## config.mk

```make
export PLATFORM = sky130hd
export DESIGN_NAME = serial_resp_frame_encoder
export DESIGN_NICKNAME = d
export VERILOG_FILES = /design/src/rtl/serial_resp_frame_encoder.sv
export SDC_FILE = /design/constraint.sdc
export NUM_CORES = 1
export LEC_CHECK = 0
export BUFFER_PORTS_ARGS = -buffer_cell sky130_fd_sc_hd__buf_2
export CAP_MARGIN = 0
export CELL_PAD_IN_SITES_DETAIL_PLACEMENT = 1
export CELL_PAD_IN_SITES_GLOBAL_PLACEMENT = 1
export CORE_MARGIN = 4
export CORE_UTILIZATION = 44
export DETAILED_ROUTE_END_ITERATION = 16
export PLACE_DENSITY_LB_ADDON = 0.1
export SLEW_MARGIN = 0
export SYNTH_ARGS = -nofsm -noshare
export SYNTH_HDL_FRONTEND = slang
export SYNTH_SLANG_ARGS = --single-unit
```

## constraint.sdc

```tcl
create_clock -name clk -period 3.6 [get_ports clk]
set_input_delay 0.72 -clock clk [delete_from_list [all_inputs] [get_ports clk]]
set_output_delay 0.72 -clock clk [all_outputs]
set_load 0.02 [all_outputs]
```

## src/rtl/serial_resp_frame_encoder.sv

```systemverilog
// serial_resp_frame_encoder
//   Response-side framer for the serial command link. Wraps a response payload as
//   SOF SOF SPACE <len> <payload...> [CSUM] EOF EOF and hands the bytes one at a
//   time to the UART transmitter through a single registered output slot.
//   Optional feature macro: SERIAL_RESP_CHECKSUM_EN inserts an XOR checksum byte
//   (len ^ payload bytes) between the payload and the first EOF byte.
module serial_resp_frame_encoder #(
  parameter int         MAX_PAYLOAD_LEN = 16,
  parameter logic [7:0] SOF_BYTE        = 8'hFF,
  parameter logic [7:0] SPACE_BYTE      = 8'h00,
  parameter logic [7:0] EOF_BYTE        = 8'hEE
) (
  input  logic       clk,
  input  logic       rst,
  input  logic       resp_valid,
  output logic       resp_ready,
  input  logic [7:0] resp_len,
  input  logic [7:0] pl_data,
  input  logic       pl_valid,
  output logic       pl_ready,
  output logic [7:0] tx_data,
  output logic       tx_valid,
  input  logic       tx_ready,
  output logic       busy,
  output logic       err_len
);

  localparam logic [7:0] MAX_LEN = 8'(MAX_PAYLOAD_LEN);

  // Each state names the byte that is loaded into the slot next. The first SOF
  // is loaded on request acceptance, so the walk starts at the second SOF.
  // ST_DRAIN holds the final EOF in the slot until the transmitter takes it.
  typedef enum logic [3:0] {
    ST_IDLE,
    ST_SOF2,
    ST_SPACE,
    ST_LEN,
    ST_PAYLOAD,
`ifdef SERIAL_RESP_CHECKSUM_EN
    ST_CSUM,
`endif
    ST_EOF1,
    ST_EOF2,
    ST_DRAIN
  } state_t;

`ifdef SERIAL_RESP_CHECKSUM_EN
  localparam state_t ST_AFTER_PL = ST_CSUM;
`else
  localparam state_t ST_AFTER_PL = ST_EOF1;
`endif

  state_t     r_state;
  logic [7:0] r_len;
  logic [7:0] r_cnt;
  logic [7:0] r_tx_data;
  logic       r_tx_valid;
  logic       r_busy;
  logic       r_err_len;
  logic       r_resp_ready;
`ifdef SERIAL_RESP_CHECKSUM_EN
  logic [7:0] r_csum;
`endif

  logic w_slot_free;
  logic w_pl_take;

  // Slot can be refilled when empty or when its byte is consumed this cycle.
  // NOTE: continuous assigns for pure combinational terms cannot infer latches.
  assign w_slot_free = !r_tx_valid || tx_ready;
  assign w_pl_take   = (r_state == ST_PAYLOAD) && w_slot_free && pl_valid;

  assign pl_ready   = (r_state == ST_PAYLOAD) && w_slot_free;
  assign resp_ready = r_resp_ready;
  assign tx_data    = r_tx_data;
  assign tx_valid   = r_tx_valid;
  assign busy       = r_busy;
  assign err_len    = r_err_len;

  // Frame sequencer: accepts requests, walks the frame and reloads the output slot.
  always_ff @(posedge clk or posedge rst) begin
    if (rst) begin
      // NOTE: every register here is plain state; all are reset, none are memories.
      r_state      <= ST_IDLE;
      r_len        <= 8'h00;
      r_cnt        <= 8'h00;
      r_tx_data    <= 8'h00;
      r_tx_valid   <= 1'b0;
      r_busy       <= 1'b0;
      r_err_len    <= 1'b0;
      r_resp_ready <= 1'b0;
`ifdef SERIAL_RESP_CHECKSUM_EN
      r_csum       <= 8'h00;
`endif
    end else begin
      // NOTE: non-blocking defaults first; a later load in the case overrides them.
      r_err_len <= 1'b0;
      if (r_tx_valid && tx_ready) begin
        r_tx_valid <= 1'b0;
      end

      unique case (r_state)
        ST_IDLE: begin
          r_resp_ready <= 1'b1;
          if (resp_valid && r_resp_ready) begin
            if (resp_len > MAX_LEN) begin
              // Oversized request is consumed and reported; nothing is sent.
              r_err_len <= 1'b1;
            end else begin
              r_len        <= resp_len;
              r_cnt        <= 8'h00;
              r_busy       <= 1'b1;
              r_resp_ready <= 1'b0;
              r_tx_data    <= SOF_BYTE;
              r_tx_valid   <= 1'b1;
              r_state      <= ST_SOF2;
`ifdef SERIAL_RESP_CHECKSUM_EN
              r_csum       <= resp_len;
`endif
            end
          end
        end

        ST_SOF2: begin
          if (w_slot_free) begin
            r_tx_data  <= SOF_BYTE;
            r_tx_valid <= 1'b1;
            r_state    <= ST_SPACE;
          end
        end

        ST_SPACE: begin
          if (w_slot_free) begin
            r_tx_data  <= SPACE_BYTE;
            r_tx_valid <= 1'b1;
            r_state    <= ST_LEN;
          end
        end

        ST_LEN: begin
          if (w_slot_free) begin
            r_tx_data  <= r_len;
            r_tx_valid <= 1'b1;
            r_state    <= (r_len == 8'h00) ? ST_AFTER_PL : ST_PAYLOAD;
          end
        end

        ST_PAYLOAD: begin
          // Missing payload leaves the slot empty rather than inserting filler.
          if (w_pl_take) begin
            r_tx_data  <= pl_data;
            r_tx_valid <= 1'b1;
            r_cnt      <= r_cnt + 8'd1;
`ifdef SERIAL_RESP_CHECKSUM_EN
            r_csum     <= r_csum ^ pl_data;
`endif
            if ((r_cnt + 8'd1) == r_len) begin
              r_state <= ST_AFTER_PL;
            end
          end
        end

`ifdef SERIAL_RESP_CHECKSUM_EN
        ST_CSUM: begin
          if (w_slot_free) begin
            r_tx_data  <= r_csum;
            r_tx_valid <= 1'b1;
            r_state    <= ST_EOF1;
          end
        end
`endif

        ST_EOF1: begin
          if (w_slot_free) begin
            r_tx_data  <= EOF_BYTE;
            r_tx_valid <= 1'b1;
            r_state    <= ST_EOF2;
          end
        end

        ST_EOF2: begin
          if (w_slot_free) begin
            r_tx_data  <= EOF_BYTE;
            r_tx_valid <= 1'b1;
            r_state    <= ST_DRAIN;
          end
        end

        ST_DRAIN: begin
          // Last EOF is in the slot; the frame ends on the edge it is taken.
          if (tx_ready) begin
            r_busy       <= 1'b0;
            r_resp_ready <= 1'b1;
            r_state      <= ST_IDLE;
          end
        end

        default: begin
          r_state <= ST_IDLE;
        end
      endcase
    end
  end

endmodule
```

# --- Word-level counts from Yosys, hierarchy flattened ---
# Index checks and enable logic that the tools add are counted.
totals:
  reg_bits: 32
  in_bits: 21
  out_inout_bits: 13
  word_cells: 89
op_classes:
  add_sub_neg: 1
  order_cmp: 1
  n_eq_ne: 19
  mux: 40
  bitwise_logic: 1
  n_reduce_logical: 19
ops:
  columns: ["op", "count"]
  rows:
  - ["2-to-1 mux 8 bit", 10]
  - ["one-hot mux 8 bit (6 select lines)", 1]
  - ["2-to-1 mux 4 bit", 10]
  - ["one-hot mux 4 bit (8 select lines)", 1]
  - ["inequality test 2 bit, second input constant", 9]
  - ["== test 4 x 3 -> 1 bit, second input constant", 4]
  - ["one-hot mux 8 bit (2 select lines)", 1]
  - ["2-to-1 mux 1 bit", 14]
  - ["AND reduction 10 bit", 1]
  - ["adder 8 x 1 -> 8 bit, second input constant", 1]
  - ["== test 4 x 2 -> 1 bit, second input constant", 2]
  - ["== test 8 bit", 1]
  - ["greater-than comparator 8 x 5 -> 1 bit, second input constant", 1]
  - ["logical NOT 8 bit", 1]
  - ["AND reduction 4 bit", 2]
  - ["AND reduction 8 bit", 1]
  - ["nonzero test 6 bit", 1]
  - ["OR reduction 5 bit", 1]
  - ["== test 4 x 1 -> 1 bit, second input constant", 1]
  - ["logical AND 1 bit", 4]
  - ["logical NOT 4 bit", 1]
  - ["inequality test 2 x 1 -> 1 bit, second input constant", 2]
  - ["one-hot mux 1 bit (2 select lines)", 2]
  - ["nonzero test 2 bit", 2]
  - ["other kinds (7)", 7]

# --- Depth between registers and ports, before layout ---
logic_depth:
  word_depth: 6
  ltp_mapped: 6
  depth_no_buf: 6

# --- Least setup slack after synthesis ---
# No wires, ideal clock.
synth_timing:
  path_type: "in2reg"
  from: "input resp_len[0]"
  to: "register r_cnt[6]"
  setup_time_ps: 131
  arrival_time_ps: 1853
  t_required_ps: 3469
  path_slack_ps: 1616
  path_stages: 6
  n_path_buf: 1
  cell_sequence: "o41ai_2 nand4_1 and2_0 clkbuf_1 o21ai_0 o31ai_1"
synth_between:
  elab_chain_cells: 3
synth_lines:
  columns: ["item", "line_no", "text"]
  rows:
  - ["from (decl)", "17", "input logic [7:0] resp_len,"]
  - ["greater-than comparator 8 x 5 -> 1 bit", "106", "if (resp_len > MAX_LEN) begin"]
  - ["inequality test 2 bit (no line)", null, null]
  - ["AND reduction 4 bit (no line)", null, null]
  - ["to (signal assigned)", "153", "r_cnt <= r_cnt + 8'd1;"]
  - ["to (decl)", "55", "logic [7:0] r_cnt;"]
# Every way passes these cells.
# A chain may end at the register's enable or synchronous reset.

# --- Final worst setup path ---
layout_timing:
  from: "register r_state[0]"
  to: "output pl_ready"
layout_between:
  elab_chain_cells: 2
layout_lines:
  columns: ["item", "line_no", "text"]
  rows:
  - ["from (decl)", "53", "state_t r_state;"]
  - ["from (signal assigned)", "144", "r_state <= (r_len == 8'h00) ? ST_AFTER_PL : ST_PAYLOAD;"]
  - ["== test 4 x 3 -> 1 bit", "73", "assign pl_ready = (r_state == ST_PAYLOAD) && w_slot_free;"]
  - ["logical AND 1 bit", "73", null]
  - ["to (decl)", "20", "output logic pl_ready,"]
# Every way passes these cells.

==> impl_metrics.csv <==
group,metric,value,unit
timing,fin_crit,2.62,ns
critical_path,startpoint,"r_state[0]$_DFFE_PP0P_",
critical_path,critical_path_arrival,1.90,ns
routing,ant_nets,0,
critical_path,crit_top_cell,"nor2_1",
timing,report.final.setup_viol,0,
clocking,clk_latency,0.28,ns
critical_path,reg2reg_depth,5,
routing,drtPass1Iterations,4,
global_routing,grt_pass1_wl,8.13,mm
critical_path,r2r_slack,1.12,ns
logic_synthesis,synth_edf_count,0,
clocking,holdBufCountCts,0,
hold_path,hp-start,"busy$_DFFE_PP0P_",
power_and_ir_drop,pwr_density_cell,759,mW/mm2
hold_path,hp-class,"reg2reg",
logic_synthesis,ys.flop_type,"dfrtp_1",
power_and_ir_drop,p_leak,0.967,nW
clocking,h-tree-depth,2,
routing,drt_wl_total,4.68,mm
clocking,root_buffer,"clkbuf_8",
timing,finalHoldViolCount,0,
global_routing,grt_pass1_vias,1606,
run_status,status,"finished clean",
global_routing,grt_overflow,0,
clocking,cts.clk_slew.worst_paths,0.06,ns
timing,rsz0062_at_grt,"false",
floorplanning,die_h,71.2,um
place,io_buffers,33,
logic_synthesis,synth_top_area_share,44.1,%
critical_path,endpoint_kind,"output pin",
clocking,cts_made_buffers,5,
power_and_ir_drop,vdd_drop_max,0.334,mV
critical_path,critPathTopFamily,"simple AND/OR/NAND/NOR gates",
critical_path,rr_startpoint,"r_state[0]$_DFFE_PP0P_",
floorplanning,placement_rows,22,
clocking,cts_max_path_buffers,2,
place,hpwl,3.49,mm
floorplanning,dieArea,0.00507,mm2
critical_path,crit_type,"reg2out",
logic_synthesis,yosysTopAreaCell,"dfrtp_1",
routing,dr.first_iter.drc_count,91,
cells_and_area,nets,249,
routing,vias,1548,
logic_synthesis,synthTopCellsByArea,"dfrtp_1 (44%), o21ai_0 (6.8%), nand2_1 (5.1%)",
floorplanning,ioPinCount,34,
clocking,cts_tree,"yes",
critical_path,crit_path_top_delay_cell,"dfrtp_1",
floorplanning,die_w,71.2,um
place,place_congestion,0.833,
critical_path,startpoint_type,"flop",
timing,relSlewSlack,39.7,%
critical_path,r2r_end,"r_cnt[4]$_DFFE_PP0P_",
critical_path,critical_path_buf_inv_count,1,
power_and_ir_drop,power,0.00155,W
timing,max_freq,382,MHz
logic_synthesis,syn_nets,215,
flow_run,maxCapViolations,0,
logic_synthesis,ys_ff_latch,31,
hold_path,holdPathStages,2,
critical_path,cp.required,2.88,ns
clocking,cts.sinks,31,
critical_path,crit_chain,"nor2_1 > nand2_1 > nor2_1 > buf_2",
critical_path,path_max_fanout,22,
logic_synthesis,seq_area_frac_synth,44.1,%
hold_path,holdPathEnd,"busy$_DFFE_PP0P_",
timing,whs,0.502,ns
critical_path,cp_slowest_stage_delay,0.62,ns
floorplanning,initial_core_util,46.6,%
routing,viasPerCell,5.65,
cells_and_area,area_growth,16.0,%
timing,finalCritPeriodShare,72.7,%
logic_synthesis,ys_types,47,
clocking,post_cts_buffers,0,
clocking,cts_resized,0,
timing,fin_skew,0.00461,ns
routing,drc,0,
cells_and_area,antenna_cells,0,
floorplanning,core_area,0.00377,mm2
timing,tns,0,ns
logic_synthesis,syn_area,0.00176,mm2
logic_synthesis,synth_area_per_cell,9.11,um2
cells_and_area,drive_gt1_share,23.5,%
global_routing,grt_start_max_net_pins,23,
logic_synthesis,async_flop_share,100,%
global_routing,grt_usage,20.4,%
timing,worst_slew_pin_slew,0.899,ns
logic_synthesis,synthCells,193,
routing,wl_per_cell,17.1,um
timing,drv_slew,0,
logic_synthesis,yosys_warnings,0,
global_routing,antenna_found_initial,0,
[per-stage QoR]
stage / instance area, um2 / setup slack (ns) / util [%] / cells
CTS: 2040 / 1.00 / 54.1 / 274
global route: 2040 / 0.825 / 54.1 / 274
detailed placement: 1970 / 1.13 / 52.2 / 268
floorplan: 1760 / 1.62 / - / 193
finish: 2040 / 0.984 / 54.1 / 274
global placement: 1970 / 1.20 / 52.2 / 268
[synthesized netlist by cell type (all sizes together), types with 3 or more instances]
master,count
a31oi,3
and2,6
and3,3
clkbuf,6
dfrtp,31
inv,12
mux2,5
nand2,24
nand3,10
nor2,9
nor2b,3
nor3,3
o211ai,8
o21ai,24
o31ai,3
xnor2,7
xor2,3
[layer usage]
metal | global-route usage (%) | wire length, um | vias to the layer above
met5 | 0 | 0 | -
met4 | 6.26 | 65 | 0
met3 | 5.19 | 196 | 6
met2 | 34.6 | 2400 | 30
met1 | 25.5 | 2020 | 764
li1 | - | - | 748
[flip-flops by register name (all words and copies together), names as in the netlist]
name,cells
busy,1
err_len,1
r_cnt,8
r_len,8
r_state,3
resp_ready,1
tx_data,8
tx_valid,1
[placed cells by master (no fill, tap or decap), types with 3 or more instances in the layout]
| master | synthesis | final |
|---|---|---|
| xnor2_1 | 7 | 7 |
| a31oi_1 | 3 | 3 |
| inv_1 | 12 | 12 |
| clkbuf_8 | 0 | 5 |
| o211ai_1 | 8 | 8 |
| and3_1 | 3 | 3 |
| xor2_1 | 3 | 3 |
| and2_1 | 4 | 4 |
| nor2_1 | 9 | 9 |
| buf_2 | 1 | 33 |
| nor2b_1 | 3 | 3 |
| o21ai_0 | 24 | 24 |
| mux2_2 | 5 | 5 |
| nor3_1 | 3 | 3 |
| dfrtp_1 | 31 | 31 |
| nand3_1 | 9 | 9 |
| nand2_1 | 24 | 24 |
[cell type report]
cell class | instances | area, um2
inverter | 12 | 45.0
tap | 48 | 60.1
clock buffer | 6 | 72.6
multi-input combinational | 142 | 906
sequential | 31 | 776
timing repair buffer | 35 | 180
fill | 458 | 1730
[worst max-delay path by stage]
stage                                 to  cells after the start
finish                          pl_ready                      4
CTS                             pl_ready                      4
global placement    r_cnt[7]$_DFFE_PP0P_                      7
floorplan           r_cnt[6]$_DFFE_PP0P_                      6
detailed placement  r_cnt[2]$_DFFE_PP0P_                      7
global route                    pl_ready                      4
[worst min-delay path, delay by kind of cell, from the launching register on]
| kind | cells | cell delay [ns] |
|---|---|---|
| DFF | 1 | 0.34 |
| and+or+nand+nor | 2 | 0.13 |
[logic make-up (layout without fill, tap and decap cells)]
family | after synthesis | in the layout | share of synthesized area, %
and+or+nand+nor | 73 | 73 | 21.7
AOI/OAI and AO/OA | 52 | 52 | 20.4
adders and majority gates | 1 | 1 | 0.712
xor gates and xnor gates | 10 | 10 | 4.98
buffers and inverters | 20 | 53 | 4.34
muxes | 6 | 6 | 3.77
DFF | 31 | 31 | 44.1
[power by group]
group	switching [W]	internal, W
registers	0.000168	0.000466
clock network	0.000123	0.000129
logic	0.000383	0.000278
total	0.000675	0.000872
Note: power is estimated with default switching activity, not from simulation.
